File: config.mk
export PLATFORM = sky130hd
export DESIGN_NAME = regfile_dump
export DESIGN_NICKNAME = d
export VERILOG_FILES = /design/src/rtl/regfile_dump.sv
export SDC_FILE = /design/constraint.sdc
export NUM_CORES = 1
export LEC_CHECK = 0
export CAP_MARGIN = 10
export CORE_ASPECT_RATIO = 0.5
export CORE_MARGIN = 1
export CORE_UTILIZATION = 31
export CTS_CLUSTER_DIAMETER = 200
export DETAILED_ROUTE_END_ITERATION = 12
export GPL_TIMING_DRIVEN = 0
export PLACE_DENSITY = 0.69
export REMOVE_ABC_BUFFERS = 1
export SKIP_CTS_REPAIR_TIMING = 1
export SLEW_MARGIN = 40
export SYNTH_ARGS = -nofsm -noshare
export SYNTH_HDL_FRONTEND = slang
export SYNTH_SLANG_ARGS = --single-unit
File: constraint.sdc
create_clock -name clk -period 3 [get_ports clk]
set_clock_uncertainty 0.1 [all_clocks]
set_input_delay 0.3 -clock clk [delete_from_list [all_inputs] [get_ports clk]]
set_output_delay 0.3 -clock clk [all_outputs]
set_load 0.02 [all_outputs]
File: src/rtl/regfile_dump.sv
`default_nettype none
// ============================================================================
// Module      : regfile_dump
// Description : Walks a register file through a spare read port and streams
//               each register value out over a valid/ready interface.
// Revision    : 1.0 - initial release
// ============================================================================
module regfile_dump #(
    parameter int NREGS = 32,
    parameter int XLEN  = 32,
    parameter int AW    = 5
) (
    input  logic            clk,
    input  logic            rst,
    input  logic            start,
    output logic [AW-1:0]   rd_addr,
    input  logic [XLEN-1:0] rd_data,
    output logic            out_valid,
    input  logic            out_ready,
    output logic [XLEN-1:0] out_data,
    output logic [AW-1:0]   out_idx,
    output logic            out_last,
    output logic            busy,
    output logic            done
);

    typedef enum logic [1:0] {
        S_IDLE  = 2'd0,
        S_FETCH = 2'd1,
        S_SEND  = 2'd2,
        S_DONE  = 2'd3
    } state_t;

    localparam logic [AW-1:0] C_LAST_IDX = AW'(NREGS - 1);
    localparam logic [AW-1:0] C_ONE      = AW'(1);

    state_t r_state;
    state_t w_next_state;
    logic   w_beat_taken;

    assign w_beat_taken = out_valid && out_ready;

    always_ff @(posedge clk) begin
        if (rst) begin
            r_state <= S_IDLE;
        end else begin
            r_state <= w_next_state;
        end
    end

    always_comb begin
        w_next_state = r_state;
        busy         = 1'b1;
        done         = 1'b0;
        case (r_state)
            S_IDLE: begin
                busy = 1'b0;
                if (start) begin
                    w_next_state = S_FETCH;
                end
            end
            S_FETCH: begin
                w_next_state = S_SEND;
            end
            S_SEND: begin
                if (w_beat_taken) begin
                    w_next_state = out_last ? S_DONE : S_FETCH;
                end
            end
            S_DONE: begin
                done         = 1'b1;
                w_next_state = S_IDLE;
            end
            default: begin
                w_next_state = S_IDLE;
            end
        endcase
    end

    // The read data is sampled at the FETCH edge; later write-backs to an
    // already fetched register are intentionally not reflected.
    always_ff @(posedge clk) begin
        if (rst) begin
            rd_addr   <= '0;
            out_valid <= 1'b0;
            out_data  <= '0;
            out_idx   <= '0;
            out_last  <= 1'b0;
        end else begin
            case (r_state)
                S_IDLE: begin
                    if (start) begin
                        rd_addr <= '0;
                    end
                end
                S_FETCH: begin
                    out_data  <= rd_data;
                    out_idx   <= rd_addr;
                    out_last  <= (rd_addr == C_LAST_IDX);
                    out_valid <= 1'b1;
                end
                S_SEND: begin
                    if (w_beat_taken) begin
                        out_valid <= 1'b0;
                        if (!out_last) begin
                            rd_addr <= rd_addr + C_ONE;
                        end
                    end
                end
                default: begin
                end
            endcase
        end
    end

endmodule
`default_nettype wire

# [Yosys cells after proc, flatten, opt, wreduce, memory -nomap -nowiden]
# Index checks and enable logic that the tools add are counted.
[word_totals] mem_bits_rw=0 latchBits=0 memories=0 mem_bits_ro=0 regBits=46 input_bits=36 output_inout_bits=46
[op_classes] n_lt_le_gt_ge=0 addsub=1 shifts=0 mul=0 div_mod_pow=0 n_mux=12 bitwise_logic=0 reduce_logical=7 eq_ne=7
[ops] operator="$mux W5" n=3
[ops] operator="$pmux W5 S2" n=1
[ops] operator="$pmux W2 S4" n=1
[ops] operator="$mux W2" n=3
[ops] operator="$ne A2 B2 Y1 const B" n=3
[ops] operator="$add A5 B1 Y5 const B" n=1
[ops] operator="$eq A5 B5 Y1 const B" n=1
[ops] operator="$eq A2 B2 Y1 const B" n=2
[ops] operator="$reduce_and A2 Y1" n=2
[ops] operator="$reduce_and A4 Y1" n=1
[ops] operator="$reduce_bool A2 Y1" n=2
[ops] operator="$mux W1" n=3
[ops] operator="$eq A2 B1 Y1 const B" n=1
[ops] operator="$logic_not A2 Y1" n=1
[ops] operator="$pmux W1 S2" n=1
[ops] operator="$logic_and A1 B1 Y1" n=1

# [Depth between registers and ports, before layout]
# Gate-level depths: netlist of run 1.
[depth] word_depth=4 ltp_mapped=6 depth_no_buf=5

# [Worst setup path after synthesis of run 1]
# OpenSTA, ideal clock, no wires.
[synth_path] path_type="reg2reg" from="reg rd_addr[0]" to="reg rd_addr[2]" arrival_time_ns=1.346 path_stages_with_launch=5 n_path_buf=0 setup_time_ns=0.070 required_ns=2.830 path_slack_ns=1.484 path_cell_list="dfxtp_1 > ha_1 > inv_1 > or4_1 > a21oi_1"
[synth_via] elab_chain_cells=4
[synth_lines] element="from (decl)" line="16" rtl="output logic [AW-1:0] rd_addr,"
[synth_lines] element="from (signal assigned)" line="106" rtl="rd_addr <= rd_addr + C_ONE;"
[synth_lines] element="$add A5 B1 Y5" line="106"
[synth_lines] element="$mux W5" line="105" rtl="if (!out_last) begin"
[synth_lines] element="$mux W5" line="103" rtl="if (w_beat_taken) begin"
[synth_lines] element="$pmux W5 S2" line="90" rtl="case (r_state)"
# No other way between the ends. The select of a mux whose other input is x is not followed.
# A chain may end at the register's enable or synchronous reset.

# [Final worst setup path of run 1]
[layout_path] from="reg r_state[1]" to="out done"
[layout_via] elab_chain_cells=2
[layout_lines] element="from (decl)" line="37" rtl="state_t r_state;"
[layout_lines] element="from (signal assigned)" line="47" rtl="r_state <= w_next_state;"
[layout_lines] element="$eq A2 B2 Y1" line="55" rtl="case (r_state)"
[layout_lines] element="$mux W1" line="55"
[layout_lines] element="to (decl)" line="24" rtl="output logic done"
# No other way between the ends.

==> results by group, run 1 <==
Timing
  • Min setup slack post-route: ~0.98 ns
  • Fin crit share: 67.5%
  • Max-slew violation count: 0
  • Final Setup Violations: 0
  • Min cycle time layout: 2.02 ns
  • Hold_ws: between 0.2 and 0.3 ns
  • F_max: slightly below 0.5 GHz
  • Final hold vios: 0
  • RSZ-0062 raised after global routing: no
  • Slew @ Worst Pin: 0.750 ns
  • Slew HR: 50.0%

Detailed routing
  • Antenna-violating nets left: 0
  • First-iteration detailed-routing DRC count: 20
  • Routed wire per std cell: roughly 12 um
  • Vias after detailed routing: 1620
  • Wirelength, routed: ~4300 um
  • Pre-antenna DRT Iters: 4
  • Vias per inst: 4.51
  • DRC viols: 0

Finish
  • Area added between synthesis and finish: 55.8%
  • ANT cells: 0
  • Layout cells sized above 1: 5.88%
  • Nets: ~330

Floorplan
  • Total die area: approximately 6000 um^2
  • IO Pins: 82
  • Die height: 55.1 um
  • # rows: 18
  • Initial Util: 33.8%
  • Core Region: ~5200 um^2
  • Die width: 108 um

Flow run
  • MaxCap Viol Count: 0

Synthesis
  • Largest cells by area after synthesis: dfxtp_1 53%, nand2_1 16%, a21oi_1 12%, o211ai_1 2.2%, buf_2 2.0%
  • #FFs+latches synth: 46
  • Number of library cell types mapped by synthesis: 28
  • Post-synthesis instance area: roughly 1700 um^2
  • Top cell type's share of synthesized area: 52.8%
  • Cell taking the most area after synthesis: dfxtp_1
  • Yosys synthesis warning count: 0
  • Post-synthesis cell count: 212
  • Syn Area/Cell: 8.23 um^2
  • Sequential share of the synthesized area: 52.8%

Worst setup path
  • Worst endpoint required time: 2.60 ns
  • Maximum fanout along the worst path: 10
  • Setup crit end kind: output pin
  • Worst flop-to-flop path startpoint: r_state[1]
  • WP data arrival: 1.62 ns
  • Startpoint types: register
  • Setup crit start: r_state[1]
  • Crit path kind: register to output pin

Global route
  • GRT Util Overall: 14.9%
  • Largest net degree at the start of global routing: 39
  • First-pass GRT wire length: between 6000 and 7000 um
  • Number of global-route vias before repair: 1419
  • GRT overflow: 0
  • Initial antenna violation count: 0

CTS
  • CTS H-Tree Depth: 2
  • TritonCTS buffer count: 5
  • Worst-path clk slew: 0.08 ns
  • Worst skew pair latency: 0.29 ns
  • Count of clock tree sinks: between 40 and 50
  • Maximum clock path buffer count: 2
  • Root buffer cell: clkbuf_8
  • TritonCTS clock tree: built

Power
  • Leak: around 0.95 nW
  • Pwr Density: 459 nW/um^2
  • Maximum vdd drop: about 0.19 mV

Outcome
  • Outcome: finished clean

Placed design
  • I/O Buffers: just over 80
  • Hpwl dp: 3160 um
  • RePlAce Congestion: ~0.7
  • DP Worst Slack: 1.14 ns

Min path
  • Worst Hold Class: primary input to register
  • Hold Crit Start: rst
-- sequential cells by signal (all words and copies together) (netlist names) --
name,count
out_data,32
out_valid,1
out_idx,5
rd_addr,5
r_state,2
out_last,1
-- routing by layer --
metal / part of all wire (%) / up-vias / global-route usage (%) / wire length, um
li1: - / 858 / - / -
met5: 0 / - / 0 / 0
met4: 0.32 / 0 / 5.48 / 14
met3: 2.9 / 2 / 3.63 / 126
met1: 45 / 741 / 17.7 / 1930
met2: 52 / 19 / 26.9 / 2250
-- final cells by class --
cell class                      count  area [um^2]
Tap cell                           70         87.6
Sequential cell                    46          921
Fill cell                         494         2440
Multi-Input combinational cell    151          756
Clock buffer                        7         86.3
Timing Repair Buffer               83          861
Clock inverter                      1         5.00
Inverter                            1         3.75
-- cells in the mapped netlist, drive strengths merged --
master / number
nand2: 76
dfxtp: 46
a21oi: 43
buf: 8
clkbuf: 6
o211ai: 5
nor2b: 3
a211oi: 2
a31oi: 2
ha: 2
nand2b: 2
nand3: 2
nor2: 2
or4: 2
and2: 1
and3: 1
and3b: 1
inv: 1
nand3b: 1
nor3: 1
nor3b: 1
o21ai: 1
o311ai: 1
or2: 1
or3b: 1
-- final timing paths --
path,to,slack [ns],cells after the start
setup / recovery,done,0.98,2
hold / removal,r_state[1],0.28,2
setup reg to reg,out_data[0],1.28,3
hold reg to reg,out_data[1],0.36,2
-- cell families (layout without fill, tap and decap cells) --
family | after synthesis | count (layout) | synth area share, %
simple gates | 95 | 95 | 24.4
compound gates | 54 | 54 | 16.8
fa+ha+maj | 2 | 2 | 1.43
flops | 46 | 46 | 52.8
buf+inv | 15 | 92 | 4.52
-- power breakdown --
part / internal (mW) / switching, mW
clock: 0.186 / 0.189
sequential: 0.635 / 0.0175
combinational: 0.114 / 0.106
total: 0.935 / 0.313
-- metrics by stage --
step	total power, mW	TNS [ns]	util, %	instance area, um^2	cells
finish	1.25	0	52.7	2720	359
detailed placement	0.890	0	51.0	2630	351
floorplan	0.755	0	-	1670	198
global placement	0.876	-1.58	49.8	2570	349
global route	1.32	0	52.7	2720	359
CTS	1.27	0	52.7	2720	359
-- worst max-delay path, stage by stage, from the launching register on --
cell and delay [ns]:
dfxtp_1 0.55, and2_1 0.18, clkdlybuf4s50_1 0.61
-- cell usage in the layout (no fill, tap or decap) --
| master | count |
|---|---|
| ha_1 | 2 |
| buf_16 | 2 |
| or4_1 | 2 |
| and3_1 | 1 |
| buf_2 | 1 |
| nand2_1 | 76 |
| nor2_1 | 2 |
| or2_2 | 1 |
| o21ai_0 | 1 |
| nor2b_4 | 1 |
| nand2b_4 | 1 |
| nor3_1 | 1 |
| clkbuf_1 | 1 |
| inv_1 | 1 |
| o211ai_1 | 5 |
| and3b_2 | 1 |
| a31oi_1 | 2 |
| nand3_1 | 2 |
| dfxtp_1 | 46 |
| nor2b_1 | 2 |
| a21oi_1 | 43 |
| clkbuf_8 | 6 |
| and2_1 | 1 |
| o311ai_0 | 1 |
| nand2b_2 | 1 |
| clkinv_2 | 1 |
| nor3b_1 | 1 |
| nand3b_4 | 1 |
| a211oi_1 | 2 |
| or3b_2 | 1 |
| clkdlybuf4s50_1 | 80 |
Power figures use the tool's default switching activity.
==> run 2: changes to the inputs <==
- PLACE_DENSITY: 0.69 -> 0.72
- clock period: 3 -> 1.7 ns (I/O delays scaled with it)
==> run 2 against run 1 <==
Against the previous run: die area did not move; first-iteration DRC count rose to 3.8 times the previous value; core utilization rose by 0.87 points; register-to-register slack got worse by 1.1 ns; final area rose by 1.7%; clock-buffer cell count fell by 2; setup slack got worse by 0.89 ns; clock power rose by 120%; cell count did not move; global-route usage rose by 0.89 points.
==> results by group, run 2 (synthesis results as in run 1) <==
Floorplan
  • IO Pins: 82
  • Initial Util: 33.8%
  • # rows: 18
  • Total die area: 5950 um^2
  • Die height: 55.1 um
  • Die width: 108 um
  • Core Region: about 5200 um^2

Worst setup path
  • WP data arrival: 1.35 ns
  • Startpoint types: register
  • Reg2reg setup slack: 0.18 ns
  • Critical path's largest stage delay: 0.64 ns
  • Worst endpoint required time: 1.43 ns
  • Crit path kind: register to output pin
  • Crit path max-delay cell type: clkdlybuf4s50_1
  • Worst path top cell family by delay: buffers and inverters
  • Buf/Inv on CP: 1
  • Cells along the critical path: clkdlybuf4s50_1
  • Maximum fanout along the worst path: 6
  • Setup crit end kind: output pin

Finish
  • Largest register FFs: 32
  • Area added between synthesis and finish: 58.4%
  • Layout cells sized above 1: 6.92%
  • Design area: about 2800 um^2
  • Commonest non-fill, non-tap cells in the layout: 76 x nand2_1, 75 x clkdlybuf4s50_1, 44 x dfxtp_1
  • ANT cells: 0
  • Commonest non-fill, non-tap cell in the layout: nand2_1
  • Nets: 326
  • Top Registers: out_data x32, out_idx x5, rd_addr x5
  • Fillers: 500
  • Fin cells: 359
  • Top reg by flops: out_data

Detailed routing
  • DRC viols: 0
  • Antenna-violating nets left: 0
  • Wirelength, routed: 4500 um
  • Pre-antenna DRT Iters: 4
  • First-iteration detailed-routing DRC count: between 70 and 80
  • Vias per inst: between 4 and 5
  • Routed wire per std cell: 12.5 um
  • Vias after detailed routing: 1639

Global route
  • Number of global-route vias before repair: approximately 1600
  • Initial antenna violation count: 0
  • Largest net degree at the start of global routing: 39
  • GRT Util Overall: 15.7%
  • GRT overflow: 0
  • First-pass GRT wire length: about 7100 um

Power
  • Int Pwr: 1.76 mW
  • Leak: 1.04 nW
  • Clock power frac: 34.3%
  • Part of the power in registers: ~49%
  • Maximum vdd drop: slightly above 0.5 mV
  • P_sw: 0.592 mW
  • Logic gate share of total power: around 17%
  • Switching share of power: ~25%
  • Pwr Density: 851 nW/um^2

Placed design
  • Post-DP Area: 2630 um^2
  • RePlAce Congestion: 0.783
  • I/O Buffers: 81
  • # placed instances: approximately 350
  • Hpwl dp: 3230 um

CTS
  • Maximum clock path buffer count: 2
  • CTS H-Tree Depth: 2
  • TritonCTS clock tree: built
  • Worst skew pair latency: 0.30 ns
  • Count of clock tree sinks: 46
  • TritonCTS buffer count: 5
  • Root buffer cell: clkbuf_8
  • Worst-path clk slew: 0.09 ns

Min path
  • Worst Hold Class: primary input to register

Timing
  • RSZ-0062 raised after global routing: no
  • Final Setup Violations: 0
  • Fin crit share: ~95%
  • Min cycle time layout: between 1.5 and 2 ns
  • Final hold vios: 0
  • Max-slew violation count: 0
  • Slew @ Worst Pin: roughly 0.51 ns
  • Fin Setup TNS: 0 ns
  • F_max: between 0.6 and 0.7 GHz
  • Slew HR: 66.1%

Flow run
  • MaxCap Viol Count: 0

Outcome
  • Outcome: finished clean
-- run 2: changes by cell type in the layout (fill, tap and decap cells not counted), sizes merged --
cell | before | now
clkdlybuf4s50 | 80 | 75
dlymetal6s2s | 0 | 5
clkbuf | 7 | 5
clkinvlp | 0 | 2
bufinv | 0 | 1
clkinv | 1 | 0
-- run 2: layer usage --
layer	vias up	wire (um)	global-route usage, %
li1	855	-	-
met1	756	1960	18.6
met2	26	2350	28.1
met3	2	156	3.75
met4	0	34	7.31
met5	-	0	0
-- run 2: area by class of cell --
| type | count | area, um^2 | share of cell area (%) |
|---|---|---|---|
| inverters | 1 | 3.75 | 0.136 |
| flip-flops and latches | 46 | 926 | 33.5 |
| repair buffers | 83 | 873 | 31.6 |
| clock inverters | 3 | 45.0 | 1.63 |
| clock buffers | 5 | 68.8 | 2.49 |
| well taps | 70 | 87.6 | 3.17 |
| multi-input cells | 151 | 761 | 27.5 |
-- run 2: final timing paths --
kind                                   start            to  cells after the start
worst max-delay path              rd_addr[2]    rd_addr[2]                      1
worst min register to register  out_data[21]  out_data[21]                      2
worst min-delay path                     rst    r_state[1]                      2
worst max register to register    r_state[0]   out_data[1]                      4
-- run 2: through the flow --
step                      utilization [%]  setup slack [ns]  total power, mW  hold slack, ns
final                                53.6            0.0827             2.35           0.118
after global routing                 53.6           0.00546             2.49           0.114
after CTS                            53.2            -0.251             2.38           0.112
after detailed placement             51.0           -0.0519             1.57           0.349
after global placement               49.8             -1.35             1.54           0.342
after floorplan                         -            -0.527             1.33           0.139
-- run 2: power by group through the flow --
stage	Sequential, mW	Combinational [mW]	Clock (mW)
global route	1.16	0.422	0.902
finish	1.15	0.390	0.808
CTS	1.15	0.394	0.828
global placement	1.18	0.368	0
floorplan	1.23	0.107	0
detailed placement	1.18	0.392	0
